**config.mk**
```make
export PLATFORM = sky130hd
export DESIGN_NAME = pdm_mic_rx
export DESIGN_NICKNAME = d
export VERILOG_FILES = /design/src/rtl/pdm_mic_pkg.sv /design/src/rtl/pdm_sample_fifo.sv /design/src/rtl/pdm_mic_rx.sv
export SDC_FILE = /design/constraint.sdc
export NUM_CORES = 1
export LEC_CHECK = 0
export ABC_CLOCK_PERIOD_IN_PS = 6350
export CORE_MARGIN = 2
export CORE_UTILIZATION = 60
export CTS_CLUSTER_DIAMETER = 150
export DETAILED_ROUTE_END_ITERATION = 7
export MAX_ROUTING_LAYER = met4
export PLACE_DENSITY_LB_ADDON = 0.25
export SLEW_MARGIN = 20
export SYNTH_ARGS = -nofsm -noshare
export SYNTH_HDL_FRONTEND = slang
export SYNTH_SLANG_ARGS = --single-unit
```
**constraint.sdc**
```tcl
create_clock -name clk -period 6.35 [get_ports clk]
set_clock_uncertainty 0.1 [all_clocks]
set_input_delay 1.27 -clock clk [delete_from_list [all_inputs] [get_ports clk]]
set_output_delay 1.27 -clock clk [all_outputs]
set_load 0.02 [all_outputs]
```
**src/rtl/pdm_mic_pkg.sv**
```systemverilog
// pdm_mic_pkg: shared constants and helpers for the PDM microphone receive path.
//   PCM_W            width of the PCM samples handed to the core
//   PCM_MAX/PCM_MIN  signed 16-bit full-scale limits
//   shift_for()      left shift that maps a boxcar result onto full-scale PCM
package pdm_mic_pkg;

    localparam int unsigned PCM_W = 16;

    localparam logic [PCM_W-1:0] PCM_MAX = 16'h7FFF;
    localparam logic [PCM_W-1:0] PCM_MIN = 16'h8000;

    // A block of DECIM bits yields raw in [-DECIM, +DECIM]; shifting by this amount
    // puts -DECIM exactly on -32768.
    function automatic int unsigned shift_for(input int unsigned decim);
        return 15 - $clog2(decim);
    endfunction

endpackage

```
**src/rtl/pdm_sample_fifo.sv**
```systemverilog
// pdm_sample_fifo: first-word fall-through FIFO for PCM samples.
//   clk, rst   core clock, asynchronous active-high reset
//   push/wdata write a word; ignored while full unless a pop happens in the same cycle
//   pop        consume the head; ignored while empty
//   rdata      head word, driven to zero while empty
//   full/empty occupancy flags
//   level      number of stored words (0..DEPTH)
module pdm_sample_fifo #(
    parameter int unsigned WIDTH = 16,
    parameter int unsigned DEPTH = 8
) (
    input  logic                     clk,
    input  logic                     rst,
    input  logic                     push,
    input  logic [WIDTH-1:0]         wdata,
    input  logic                     pop,
    output logic [WIDTH-1:0]         rdata,
    output logic                     full,
    output logic                     empty,
    output logic [$clog2(DEPTH):0]   level
);

    localparam int unsigned AW = $clog2(DEPTH);
    localparam int unsigned LW = AW + 1;

    logic [WIDTH-1:0] mem_q [DEPTH];
    logic [AW-1:0]    wptr_q;
    logic [AW-1:0]    rptr_q;
    logic [LW-1:0]    level_q;
    logic             do_push;
    logic             do_pop;

    assign empty   = (level_q == '0);
    assign full    = (level_q == LW'(DEPTH));
    assign do_pop  = pop && !empty;
    // A simultaneous pop frees the slot, so a push into a full FIFO still lands.
    assign do_push = push && (!full || do_pop);

    // DEPTH is a power of two, so the pointers wrap naturally.
    always_ff @(posedge clk or posedge rst) begin
        if (rst) begin
            for (int unsigned i = 0; i < DEPTH; i++) begin
                mem_q[i] <= '0;
            end
            wptr_q  <= '0;
            rptr_q  <= '0;
            level_q <= '0;
        end else begin
            if (do_push) begin
                mem_q[wptr_q] <= wdata;
                wptr_q        <= wptr_q + 1'b1;
            end
            if (do_pop) begin
                rptr_q <= rptr_q + 1'b1;
            end
            unique case ({do_push, do_pop})
                2'b10:   level_q <= level_q + 1'b1;
                2'b01:   level_q <= level_q - 1'b1;
                default: level_q <= level_q;
            endcase
        end
    end

    assign rdata = empty ? '0 : mem_q[rptr_q];
    assign level = level_q;

endmodule

```
**src/rtl/pdm_mic_rx.sv**
```systemverilog
// pdm_mic_rx: receive path for the on-board PDM MEMS microphone.
// Generates the mic bit clock, samples the 1-bit stream on the falling mic-clock
// toggle, boxcar-decimates DECIM bits into one signed 16-bit PCM sample and queues
// samples in a FWFT FIFO.
//   clk, rst     core clock, asynchronous active-high reset
//   i_en         capture enable; low clears the front end, FIFO stays readable
//   o_mic_clk    PDM bit clock, clk / (2*CLK_HALF)
//   o_mic_lrsel  channel select, constant 0 (data valid after rising mic edge)
//   i_mic_data   asynchronous PDM data from the microphone
//   o_sample     FIFO head (signed PCM), o_valid = FIFO not empty
//   i_ready      pops the head when o_valid is high
//   o_level      FIFO occupancy
//   o_overflow   sticky drop flag, cleared by i_clr_ovf (a new drop wins)
module pdm_mic_rx
    import pdm_mic_pkg::*;
#(
    parameter int unsigned CLK_HALF   = 25,
    parameter int unsigned DECIM      = 64,
    parameter int unsigned FIFO_DEPTH = 8
) (
    input  logic                          clk,
    input  logic                          rst,
    input  logic                          i_en,
    output logic                          o_mic_clk,
    output logic                          o_mic_lrsel,
    input  logic                          i_mic_data,
    output logic [PCM_W-1:0]              o_sample,
    output logic                          o_valid,
    input  logic                          i_ready,
    output logic [$clog2(FIFO_DEPTH):0]   o_level,
    output logic                          o_overflow,
    input  logic                          i_clr_ovf
);

    localparam int unsigned DIV_W  = $clog2(CLK_HALF);
    localparam int unsigned LOG2D  = $clog2(DECIM);
    localparam int unsigned ONES_W = LOG2D + 1;
    localparam int unsigned SHIFT  = shift_for(DECIM);

    // Mic clock divider
    logic [DIV_W-1:0] div_q;
    logic             mic_clk_q;
    logic             div_tc;

    assign div_tc = (div_q == DIV_W'(CLK_HALF - 1));

    always_ff @(posedge clk or posedge rst) begin
        if (rst) begin
            div_q     <= '0;
            mic_clk_q <= 1'b0;
        end else if (!i_en) begin
            div_q     <= '0;
            mic_clk_q <= 1'b0;
        end else if (div_tc) begin
            div_q     <= '0;
            mic_clk_q <= ~mic_clk_q;
        end else begin
            div_q <= div_q + 1'b1;
        end
    end

    // Synchroniser for the asynchronous PDM input
    logic [1:0] sync_q;

    always_ff @(posedge clk or posedge rst) begin
        if (rst) begin
            sync_q <= '0;
        end else if (!i_en) begin
            sync_q <= '0;
        end else begin
            sync_q <= {sync_q[0], i_mic_data};
        end
    end

    // Sampling on the falling toggle leaves about half a mic period of settle time
    // after the rising edge at which the microphone drives its bit.
    logic strobe;
    logic bit_in;

    assign strobe = i_en && div_tc && mic_clk_q;
    assign bit_in = sync_q[1];

    // Boxcar decimator
    logic [ONES_W-1:0] ones_q;
    logic [LOG2D-1:0]  bcnt_q;
    logic [PCM_W-1:0]  pcm_q;
    logic              pcm_vld_q;
    logic [ONES_W-1:0] ones_total;
    logic              last_bit;
    int                raw;
    logic [PCM_W-1:0]  pcm_next;

    assign last_bit = (bcnt_q == LOG2D'(DECIM - 1));

    always_comb begin
        ones_total = ones_q + ONES_W'(bit_in);
        raw        = 2 * int'(ones_total) - int'(DECIM);
        // +DECIM would land one past the positive limit, so it saturates.
        if (raw == int'(DECIM)) begin
            pcm_next = PCM_MAX;
        end else if (raw == -int'(DECIM)) begin
            pcm_next = PCM_MIN;
        end else begin
            pcm_next = PCM_W'(raw <<< SHIFT);
        end
    end

    always_ff @(posedge clk or posedge rst) begin
        if (rst) begin
            ones_q    <= '0;
            bcnt_q    <= '0;
            pcm_q     <= '0;
            pcm_vld_q <= 1'b0;
        end else begin
            pcm_vld_q <= 1'b0;
            if (!i_en) begin
                // Partial block is discarded.
                ones_q <= '0;
                bcnt_q <= '0;
            end else if (strobe) begin
                if (last_bit) begin
                    ones_q    <= '0;
                    bcnt_q    <= '0;
                    pcm_q     <= pcm_next;
                    pcm_vld_q <= 1'b1;
                end else begin
                    ones_q <= ones_total;
                    bcnt_q <= bcnt_q + 1'b1;
                end
            end
        end
    end

    // Sample FIFO and overflow flag
    logic fifo_full;
    logic fifo_empty;
    logic fifo_pop;
    logic drop;
    logic ovf_q;

    assign fifo_pop = i_ready && !fifo_empty;
    assign drop     = pcm_vld_q && fifo_full && !fifo_pop;

    pdm_sample_fifo #(
        .WIDTH (PCM_W),
        .DEPTH (FIFO_DEPTH)
    ) u_fifo (
        .clk   (clk),
        .rst   (rst),
        .push  (pcm_vld_q),
        .wdata (pcm_q),
        .pop   (fifo_pop),
        .rdata (o_sample),
        .full  (fifo_full),
        .empty (fifo_empty),
        .level (o_level)
    );

    always_ff @(posedge clk or posedge rst) begin
        if (rst) begin
            ovf_q <= 1'b0;
        end else if (drop) begin
            ovf_q <= 1'b1;
        end else if (i_clr_ovf) begin
            ovf_q <= 1'b0;
        end
    end

    assign o_mic_clk   = mic_clk_q;
    assign o_mic_lrsel = 1'b0;
    assign o_valid     = !fifo_empty;
    assign o_overflow  = ovf_q;

endmodule
```
==> results of run 1 <==
[final timing paths]
kind	startpoint	end	slack [ns]	depth (start not counted)
setup / recovery	u_fifo.rptr_q[0]	o_sample[5]	2.12	4
hold / removal	sync_q[0]	sync_q[1]	0.38	1
setup reg to reg	u_fifo.level[0]	u_fifo.level[2]	3.62	12
hold reg to reg	sync_q[0]	sync_q[1]	0.38	1
max in group asynchronous	rst	sync_q[1]	3.83	3
min in group asynchronous	rst	u_fifo.level[1]	1.09	2
[flip-flops by register name, summed over array words and instances (netlist names)]
register / count
u_fifo.mem_q: 56
bcnt_q: 6
o_mic_clk: 1
u_fifo.wptr_q: 3
sync_q: 2
u_fifo.level: 4
div_q: 5
pcm_vld_q: 1
pcm_q: 7
o_overflow: 1
ones_q: 7
u_fifo.rptr_q: 3
[cells in the final DEF (no fill, tap or decap), types with 4 or more instances in the layout]
master and n:
dfrtp_1 96, mux2_2 58, clkdlybuf4s50_1 28, nand2_1 19, nor2_1 15, mux4_2 14, inv_1 12, o21ai_0 12
ha_1 11, nand3_1 10, clkbuf_8 10, xnor2_1 9, xor2_1 9, and2_1 8, nor2b_1 8, mux2i_1 8
a21oi_1 5, o22a_1 4
[power groups by stage]
stage | registers (mW) | logic [mW] | clock network, mW
after floorplan | 0.626 | 0.0166 | 0
after global placement | 0.627 | 0.0245 | 0
after detailed placement | 0.627 | 0.0253 | 0
after CTS | 0.615 | 0.0253 | 0.445
after global routing | 0.615 | 0.0284 | 0.472
final | 0.615 | 0.0242 | 0.434
[through the flow]
step | cell area, um^2 | util [%]
floorplan | 4650 | -
global placement | 4940 | 64.9
global route | 5160 | 67.8
CTS | 5160 | 67.8
detailed placement | 4940 | 64.9
finish | 5160 | 67.8
[critical path, cell delays in order, from the launching register on]
cell and delay (ns):
dfrtp_1 0.97, mux4_2 0.37, mux2i_1 0.07, nor2_1 0.40, clkdlybuf4s50_1 0.70
[final cells by class]
class | instances | area (um^2)
Clock buffer | 10 | 138
Clock inverter | 5 | 81.3
Fill cell | 563 | 2450
Inverter | 15 | 60.1
Multi-Input combinational cell | 226 | 2050
Sequential cell | 96 | 2400
Tap cell | 102 | 128
Timing Repair Buffer | 30 | 295
[cells by family (layout without fill, tap and decap cells)]
| group | Yosys count | after routing | share of synthesized area [%] |
|---|---|---|---|
| compound gates | 35 | 35 | 4.92 |
| simple gates | 81 | 81 | 10.2 |
| buf+inv | 38 | 60 | 4.22 |
| flops | 96 | 96 | 51.7 |
| mux | 80 | 80 | 22.5 |
| xor+xnor | 18 | 18 | 3.39 |
| other cells | 1 | 1 | 0.0806 |
| fa+ha+maj | 11 | 11 | 2.96 |
[layer usage]
layer  wire length (um)  share of wire (%)  global-route usage [%]
met1               3830                 48                    30.2
met2               3940                 49                    33.6
met3                214                2.7                    5.42
met4                 66               0.82                    6.09
met5                  0                  0                       -
==> Flow_metrics.wiki, run 1 <==
{| class="wikitable"
! Metric !! Value
|-
| Run status || finished, final reports clean
|-
| Combinational fraction of design power || 2.3%
|-
| Worst Hold Slack || ~0.38 ns
|-
| Post-Synthesis Cells || 360
|-
| Type of destination of the critical path || primary output
|-
| Worst setup timing slack at the placement stage || between 2 and 2.5 ns
|-
| Layout area overhead || 10.9%
|-
| Area share of the largest cell type after synthesis || 51.7%
|-
| Placement Rows || 32
|-
| Worst Setup Start Kind || flop
|-
| Clock Root Buffer || clkbuf_8
|-
| TritonCTS clock tree || built
|-
| Largest net degree at the start of global routing || 77
|-
| CTS buffer count || 9
|-
| Switching part of the total power || roughly a fifth
|-
| Share of the yosys chip area belonging to registers || 51.7%
|-
| Number of placed instances, taps included || around 470
|-
| Async S/R FF share, synth || 100%
|-
| IO Port Bufs || 28
|-
| Routed length per instance || 16.6 um
|-
| 1st-iter DRT viols || 184
|-
| Clk_lat worst skew || around 0.35 ns
|-
| Unrepaired setup endpoints after global routing || no
|-
| Vias after detailed routing || around 2800
|-
| Max Root-Sink Buffers || 2
|-
| CTS HTree Levels || 3
|-
| CP Data Required Time || 4.98 ns
|-
| Post-Route WL || around 8000 um
|-
| Leakage || 2.37 nW
|-
| Synth Register Bits || between 90 and 100
|-
| Hold crit path type || reg -> reg
|-
| Antenna Violating Nets Remaining || 0
|-
| Cts repair resizes || 0
|-
| Part of the total power dissipated in the clock network || roughly two fifths
|-
| Total I/O pin count || 30
|-
| Post-route fraction of the period consumed by the critical path || roughly 67%
|-
| Placer congestion estimate || about 0.76
|-
| Setup Buffers After CTS || 0
|-
| Top cell type by total area after synthesis || dfrtp_1
|-
| List of most frequent post-synthesis cells || dfrtp_1, mux2_2, nand2_1
|-
| Synth warn || 0
|-
| Top cells by area, synth || dfrtp_1, mux2_2, mux4_2, ha_1, buf_4
|-
| Count of non-filler cells in the finished layout || roughly 480
|-
| Initial antenna violation count || 0
|-
| Fin Setup TNS || 0 ns
|-
| Slew at the pin with the worst max-slew slack || approximately 0.94 ns
|-
| Power after layout || 1.07 mW
|-
| Psw || 0.222 mW
|-
| Die width || 92.0 um
|-
| Mapped Avg Cell Area || between 10 and 15 um^2
|-
| Final-report hold violation count || 0
|-
| Height of the chip || roughly 90 um
|-
| Critical path data arrival time || between 2 and 3 ns
|-
| Average via count per standard cell || 5.76
|-
| DIE AREA || 8470 um^2
|-
| Int Pwr || around 0.85 mW
|-
| Max Clk Rate || ~0.24 GHz
|-
| Core Area || ~7600 um^2
|-
| Detailed placer's ending HPWL || between 5000 and 6000 um
|-
| Setup violators final || 0
|-
| Remaining max-slew budget at the tightest pin || ~37%
|-
| Length of the first detailed-routing pass in iterations || 4
|-
| Top fanout value on the critical path || 16
|-
| Sink count of the clock tree || 96
|-
| MaxCap Viol Count || 0
|-
| Cell area power density || between 200 and 250 nW/um^2
|-
| Layout cell share with drive strength beyond 1 || a little over a quarter
|-
| Effective utilization at floorplan || around three fifths
|-
| Via count of the first global-routing pass || between 2000 and 3000
|-
| Number of buffers inserted by hold repair at cts || 0
|-
| Overall Global Routing Usage || 22.1%
|-
| Remaining global-route overflow || 0
|-
| Clock slew seen by the registers of the worst setup and hold paths || approximately 0.090 ns
|-
| Wire length of the first global-routing pass || roughly 14000 um
|-
| Diode insertion count for antenna repair || 0
|-
| Post-synth EDFFs || 0
|-
| DRC violations left || 0
|-
| Register share of total power || a little under three fifths
|-
| Most frequent cell after synthesis || dfrtp_1
|-
| Post-synth top flop || dfrtp_1
|-
| Net count reported at finish || 395
|-
| Classification of the worst setup path || reg -> out
|-
| Max Transition Viols Final || 0
|-
| Final critical path time including I/O delays and setup || 4.23 ns
|-
| Cell area after synthesis || around 4700 um^2
|-
| Worst-case vdd ir drop || between 0.00015 and 0.0002 V
|-
| Final setup margin || 2.12 ns
|-
| Netlist cell types || around 50
|-
| Syn nets || around 380
|}
Power figures use the tool's default switching activity.
==> inputs of run 2 (changes only) <==
Settings changed: ABC_CLOCK_PERIOD_IN_PS 6350 to 4200, CORE_UTILIZATION 60 to 59.
Clock period 6.35 ns to 4.2 ns, I/O delays scaled along.
==> run 2 against run 1 <==
Die area up 1.6%. Critical path type unchanged. Clock-buffer cell count up 1. Global-route usage up 0.052 points. Sequential power up 51%. Cell count up 0.41%. Register-to-register slack worse by 2.3 ns. Wire length up 4.4%. Combinational power up 58%. Critical endpoint unchanged. Sequential cell count unchanged.
==> Flow_metrics.wiki, run 2 (synthesis results as in run 1) <==
{| class="wikitable"
! Metric !! Value
|-
| Sink count of the clock tree || between 90 and 100
|-
| Final critical path time including I/O delays and setup || between 3 and 4 ns
|-
| Layout cell share with drive strength beyond 1 || a little over a quarter
|-
| Fin Setup TNS || 0 ns
|-
| Routed length per instance || between 15 and 20 um
|-
| Post-Route WL || 8410 um
|-
| CTS buffer count || 9
|-
| DIE AREA || ~8600 um^2
|-
| Setup violators final || 0
|-
| CP max stage cell || dfrtp_1
|-
| Effective utilization at floorplan || 60.5%
|-
| Worst Setup Start Kind || flop
|-
| Vias after detailed routing || 2809
|-
| Placement Rows || 32
|-
| Critical path data arrival time || about 2.6 ns
|-
| Overall Global Routing Usage || ~22%
|-
| Count of non-filler cells in the finished layout || about 500
|-
| Max Root-Sink Buffers || 2
|-
| Cell area power density || ~330 nW/um^2
|-
| Setup Buffers After CTS || 0
|-
| Layout area overhead || 12.1%
|-
| Largest registers || u_fifo.mem_q (56), ones_q (7), pcm_q (7)
|-
| Net count reported at finish || approximately 400
|-
| Length of the first detailed-routing pass in iterations || 4
|-
| Number of flip-flops under the largest register name || between 50 and 60
|-
| Leakage || between 2 and 2.5 nW
|-
| Final-report hold violation count || 0
|-
| Initial antenna violation count || 0
|-
| Clock Root Buffer || clkbuf_8
|-
| MaxCap Viol Count || 0
|-
| Most frequent standard cell in the layout excluding fill and tap cells || dfrtp_1
|-
| Remaining global-route overflow || 0
|-
| Post-route fraction of the period consumed by the critical path || between 80% and 90%
|-
| Max Transition Viols Final || 0
|-
| Family with the most delay on the worst path || flip-flops
|-
| Slew at the pin with the worst max-slew slack || roughly 0.93 ns
|-
| Placer congestion estimate || around 0.77
|-
| Max Clk Rate || 0.281 GHz
|-
| Number of buffer and inverter instances along the worst setup path || 1
|-
| Via count of the first global-routing pass || around 2900
|-
| Number of buffers inserted by hold repair at cts || 0
|-
| Total I/O pin count || 30
|-
| Clk_lat worst skew || 0.36 ns
|-
| Cts repair resizes || 0
|-
| Run status || finished, final reports clean
|-
| DRC violations left || 0
|-
| Remaining max-slew budget at the tightest pin || between 30% and 40%
|-
| Number of placed instances, taps included || 470
|-
| Die width || roughly 93 um
|-
| Post-route core utilization || ~68%
|-
| CP Data Required Time || 3.26 ns
|-
| IO Port Bufs || 28
|-
| Detailed placer's ending HPWL || approximately 5700 um
|-
| Antenna Violating Nets Remaining || 0
|-
| Height of the chip || 92.8 um
|-
| Diode insertion count for antenna repair || 0
|-
| Average via count per standard cell || 5.78
|-
| Unrepaired setup endpoints after global routing || no
|-
| Largest net degree at the start of global routing || 54
|-
| Commonest cells after routing, fill and taps aside || dfrtp_1, mux2_2, clkdlybuf4s50_1
|-
| Type of destination of the critical path || primary output
|-
| Power after layout || approximately 1.7 mW
|-
| Classification of the worst setup path || reg -> out
|-
| Wire length of the first global-routing pass || 14200 um
|-
| Worst path max stage delay || 0.77 ns
|-
| List of cells traversed by the critical path || mux4_2, mux2i_1, nor2_1, clkdlybuf4s50_1
|-
| Hold crit path type || reg -> reg
|-
| Filler cells || ~550
|-
| Clock slew seen by the registers of the worst setup and hold paths || 0.09 ns
|-
| Cell area after layout || ~5200 um^2
|-
| Core Area || between 7000 and 8000 um^2
|-
| 1st-iter DRT viols || between 150 and 200
|-
| Worst-case vdd ir drop || approximately 0.00017 V
|-
| CTS HTree Levels || 3
|-
| Area after detailed placement || between 4000 and 5000 um^2
|-
| TritonCTS clock tree || built
|-
| Register containing the most flip-flops in the final layout || u_fifo.mem_q
|-
| Top fanout value on the critical path || 16
|}
==> run 2: layer usage <==
metal	up-vias	part of all wire [%]	track usage, %
li1	1310	-	-
met1	1437	46	28.7
met2	50	50	35.6
met3	12	2.2	3.01
met4	0	1.8	9.19
met5	-	0	-
==> run 2: path summary, 6_finish.rpt <==
path	end	slack [ns]	startpoint	cells after the start
worst max-delay path	o_sample[5]	0.64	u_fifo.rptr_q[1]	4
max in group asynchronous	u_fifo.mem_q[105]	2.40	rst	3
worst min-delay path	sync_q[1]	0.38	sync_q[0]	1
worst max register to register	u_fifo.level[2]	1.37	u_fifo.level[0]	11
worst min register to register	sync_q[1]	0.38	sync_q[0]	1
min in group asynchronous	bcnt_q[5]	0.88	rst	2
==> run 2: where the power goes <==
group	internal (mW)	switching (mW)	total (mW)
sequential	0.927	0.00260	0.929
combinational	0.0117	0.0264	0.0382
clock	0.427	0.316	0.743
total	1.37	0.345	1.71
==> run 2: area by class of cell <==
| cell class | count | area (um^2) | share of cell area [%] |
|---|---|---|---|
| Sequential cell | 96 | 2400 | 46.1 |
| Multi-Input combinational cell | 226 | 2050 | 39.4 |
| Timing Repair Buffer | 31 | 315 | 6.05 |
| Clock buffer | 11 | 151 | 2.91 |
| Tap cell | 102 | 128 | 2.45 |
| Clock inverter | 5 | 103 | 1.97 |
| Inverter | 15 | 60.1 | 1.15 |
==> run 2: metrics by stage <==
step	hold WS (ns)	setup slack, ns
finish	0.376	0.635
global route	0.398	0.440
CTS	0.382	0.575
detailed placement	0.360	0.967
global placement	0.351	1.04
floorplan	0.334	0.755
==> inputs of run 3 (changes only) <==
Settings changed: ABC_CLOCK_PERIOD_IN_PS 4200 to 3400.
Clock period 4.2 ns to 3.4 ns, I/O delays scaled along.
==> run 3 against run 2 <==
Wire length is 2.3% higher. Sequential share of layout area shrank 0.21 points. Die area is the same. Critical path type unchanged. Critical endpoint is now o_sample[10].
==> Flow_metrics.wiki, run 3 (synthesis results as in run 1) <==
{| class="wikitable"
! Metric !! Value
|-
| Run status || finished, final reports clean
|-
| Commonest cells after routing, fill and taps aside || dfrtp_1, mux2_2, clkdlybuf4s50_1
|-
| Power after layout || around 1.9 mW
|-
| IO Port Bufs || 28
|-
| Largest registers || u_fifo.mem_q (56), ones_q (7), pcm_q (7)
|-
| Layout cell share with drive strength beyond 1 || approximately 29%
|-
| Worst-case vdd ir drop || 0.000204 V
|-
| Classification of the worst setup path || reg -> out
|-
| CTS buffer count || 9
|-
| Effective utilization at floorplan || between 60% and 70%
|-
| Worst Setup SP || u_fifo.rptr_q[0]
|-
| Global routing met2 resource utilization || 37.0%
|-
| Height of the chip || 92.8 um
|-
| Largest net degree at the start of global routing || 39
|-
| Diode insertion count for antenna repair || 0
|-
| Clock Root Buffer || clkbuf_8
|-
| Unrepaired setup endpoints after global routing || no
|-
| Max Root-Sink Buffers || 2
|-
| Max Clk Rate || between 0.3 and 0.4 GHz
|-
| GR met1 Demand/Resource || between 20% and 30%
|-
| Multi-input gate area || ~2000 um^2
|-
| Length of the first detailed-routing pass in iterations || 4
|-
| Leakage || between 2 and 2.5 nW
|-
| Hold crit path type || reg -> reg
|-
| DIE AREA || roughly 8600 um^2
|-
| End of the worst hold path || sync_q[1]
|-
| Sequential cell area in the final layout || 2400 um^2
|-
| Fin Setup TNS || 0 ns
|-
| Top fanout value on the critical path || 9
|-
| Type of destination of the critical path || primary output
|-
| Worst R2R Path Depth || 12
|-
| Vias after detailed routing || around 2800
|-
| Remaining max-slew budget at the tightest pin || between 50% and 60%
|-
| Combinational fraction of design power || 2.5%
|-
| Remaining global-route overflow || 0
|-
| Psw || between 0.4 and 0.5 mW
|-
| Filler cells || around 580
|-
| Routed length per instance || 17.3 um
|-
| Layout area overhead || 12.6%
|-
| Most frequent standard cell in the layout excluding fill and tap cells || dfrtp_1
|-
| Met3 Track Usage GR || slightly below 3%
|-
| Via count of the first global-routing pass || 2919
|-
| Part of the total power dissipated in the clock network || 38.5%
|-
| Antenna Violating Nets Remaining || 0
|-
| Final critical path time including I/O delays and setup || around 3.2 ns
|-
| Clk_lat worst skew || approximately 0.37 ns
|-
| Post-Route WL || 8600 um
|-
| Die width || 92.8 um
|-
| Placement Rows || 32
|-
| CTS HTree Levels || 3
|-
| Critical path data arrival time || 2.42 ns
|-
| Post-route fraction of the period consumed by the critical path || about 94%
|-
| Hold Crit Start || sync_q[0]
|-
| Net count reported at finish || ~410
|-
| Max Transition Viols Final || 0
|-
| Switching part of the total power || 21.9%
|-
| Number of buffers inserted by hold repair at cts || 0
|-
| Layer carrying the most global-route usage || met2
|-
| Placer congestion estimate || slightly above 0.8
|-
| Clock slew seen by the registers of the worst setup and hold paths || about 0.09 ns
|-
| CP max stage cell || mux4_2
|-
| Initial antenna violation count || 0
|-
| Worst hold path stage count || 1
|-
| Wire length of the first global-routing pass || approximately 15000 um
|-
| FF-to-FF Start || u_fifo.level[0]
|-
| MaxCap Viol Count || 0
|-
| Average via count per standard cell || about 5.7
|-
| Register containing the most flip-flops in the final layout || u_fifo.mem_q
|-
| Core Area || just under 8000 um^2
|-
| Reg-to-reg slack, setup || ~0.80 ns
|-
| Slew at the pin with the worst max-slew slack || between 0.6 and 0.7 ns
|-
| TritonCTS clock tree || built
|-
| Total I/O pin count || 30
|-
| Detailed placer's ending HPWL || approximately 6200 um
|-
| Int Pwr || around 1.5 mW
|-
| DRC violations left || 0
|-
| Setup violators final || 0
|-
| Reg-to-reg critical path endpoint || u_fifo.level[2]
|-
| Cell area power density || 372 nW/um^2
|-
| Overall Global Routing Usage || 22.9%
|-
| Sink count of the clock tree || between 90 and 100
|-
| Number of flip-flops under the largest register name || 56
|-
| CP Data Required Time || around 2.6 ns
|-
| Register share of total power || between 50 and 60%
|-
| List of cells traversed by the critical path || buf_4, mux4_2, mux2i_1, nor2_1, clkdlybuf4s50_1
|-
| Worst Setup Start Kind || flop
|-
| Setup Buffers After CTS || 0
|-
| Final-report hold violation count || 0
|-
| 1st-iter DRT viols || a little under 80
|-
| Worst path max stage delay || between 0.5 and 0.6 ns
|}
[run 3: metal layers]
| layer | wire length [um] | part of all wire [%] |
|---|---|---|
| met3 | 191 | 2.2 |
| met2 | 4240 | 49 |
| met4 | 189 | 2.2 |
| met5 | 0 | 0 |
| met1 | 3980 | 46 |
[run 3: how the worst max path moves through the flow]
stage	end	slack [ns]
2_1_floorplan	bcnt_q[0]	0.11
3_3_place_gp	u_fifo.level[2]	0.42
3_5_place_dp	u_fifo.level[2]	0.34
4_1_cts	o_sample[5]	0.09
5_1_grt	o_sample[10]	0.09
6_report	o_sample[10]	0.20
[run 3: power groups by stage]
stage | clock, mW | sequential, mW | combinational, mW
floorplan | 0 | 1.17 | 0.0311
global placement | 0 | 1.17 | 0.0497
detailed placement | 0 | 1.17 | 0.0512
CTS | 0.759 | 1.15 | 0.0514
global route | 0.808 | 1.15 | 0.0576
finish | 0.749 | 1.15 | 0.0494
[run 3: worst max-delay path: cells and delay by family (launching register included)]
| family | cells | cell delay [ns] |
|---|---|---|
| buffers and inverters | 2 | 0.80 |
| muxes | 2 | 0.74 |
| DFF | 1 | 0.45 |
| and+or+nand+nor | 1 | 0.07 |
[run 3: through the flow]
step	hold WS (ns)	util, %	area, um^2	std cells	worst slack, ns
2_1_floorplan	0.334	-	4650	360	0.115
3_3_place_gp	0.351	65.5	5030	482	0.417
3_5_place_dp	0.348	65.5	5030	482	0.345
4_1_cts	0.386	68.1	5230	498	0.0904
5_1_grt	0.392	68.1	5240	498	0.0895
6_report	0.378	68.1	5240	498	0.204
[run 3: cell type report]
class | count | share of cell area, %
timing repair buffer | 43 | 7.50
tap | 102 | 2.44
sequential | 96 | 45.9
clock inverter | 5 | 1.08
multi-input combinational | 226 | 39.2
clock buffer | 11 | 2.70
inverter | 15 | 1.15
[run 3: timing repair]
item                                    4_1_cts  5_1_grt
endpoints found under the setup margin        0       10
gates resized for setup                       0        1
endpoints found under the hold margin         0        0
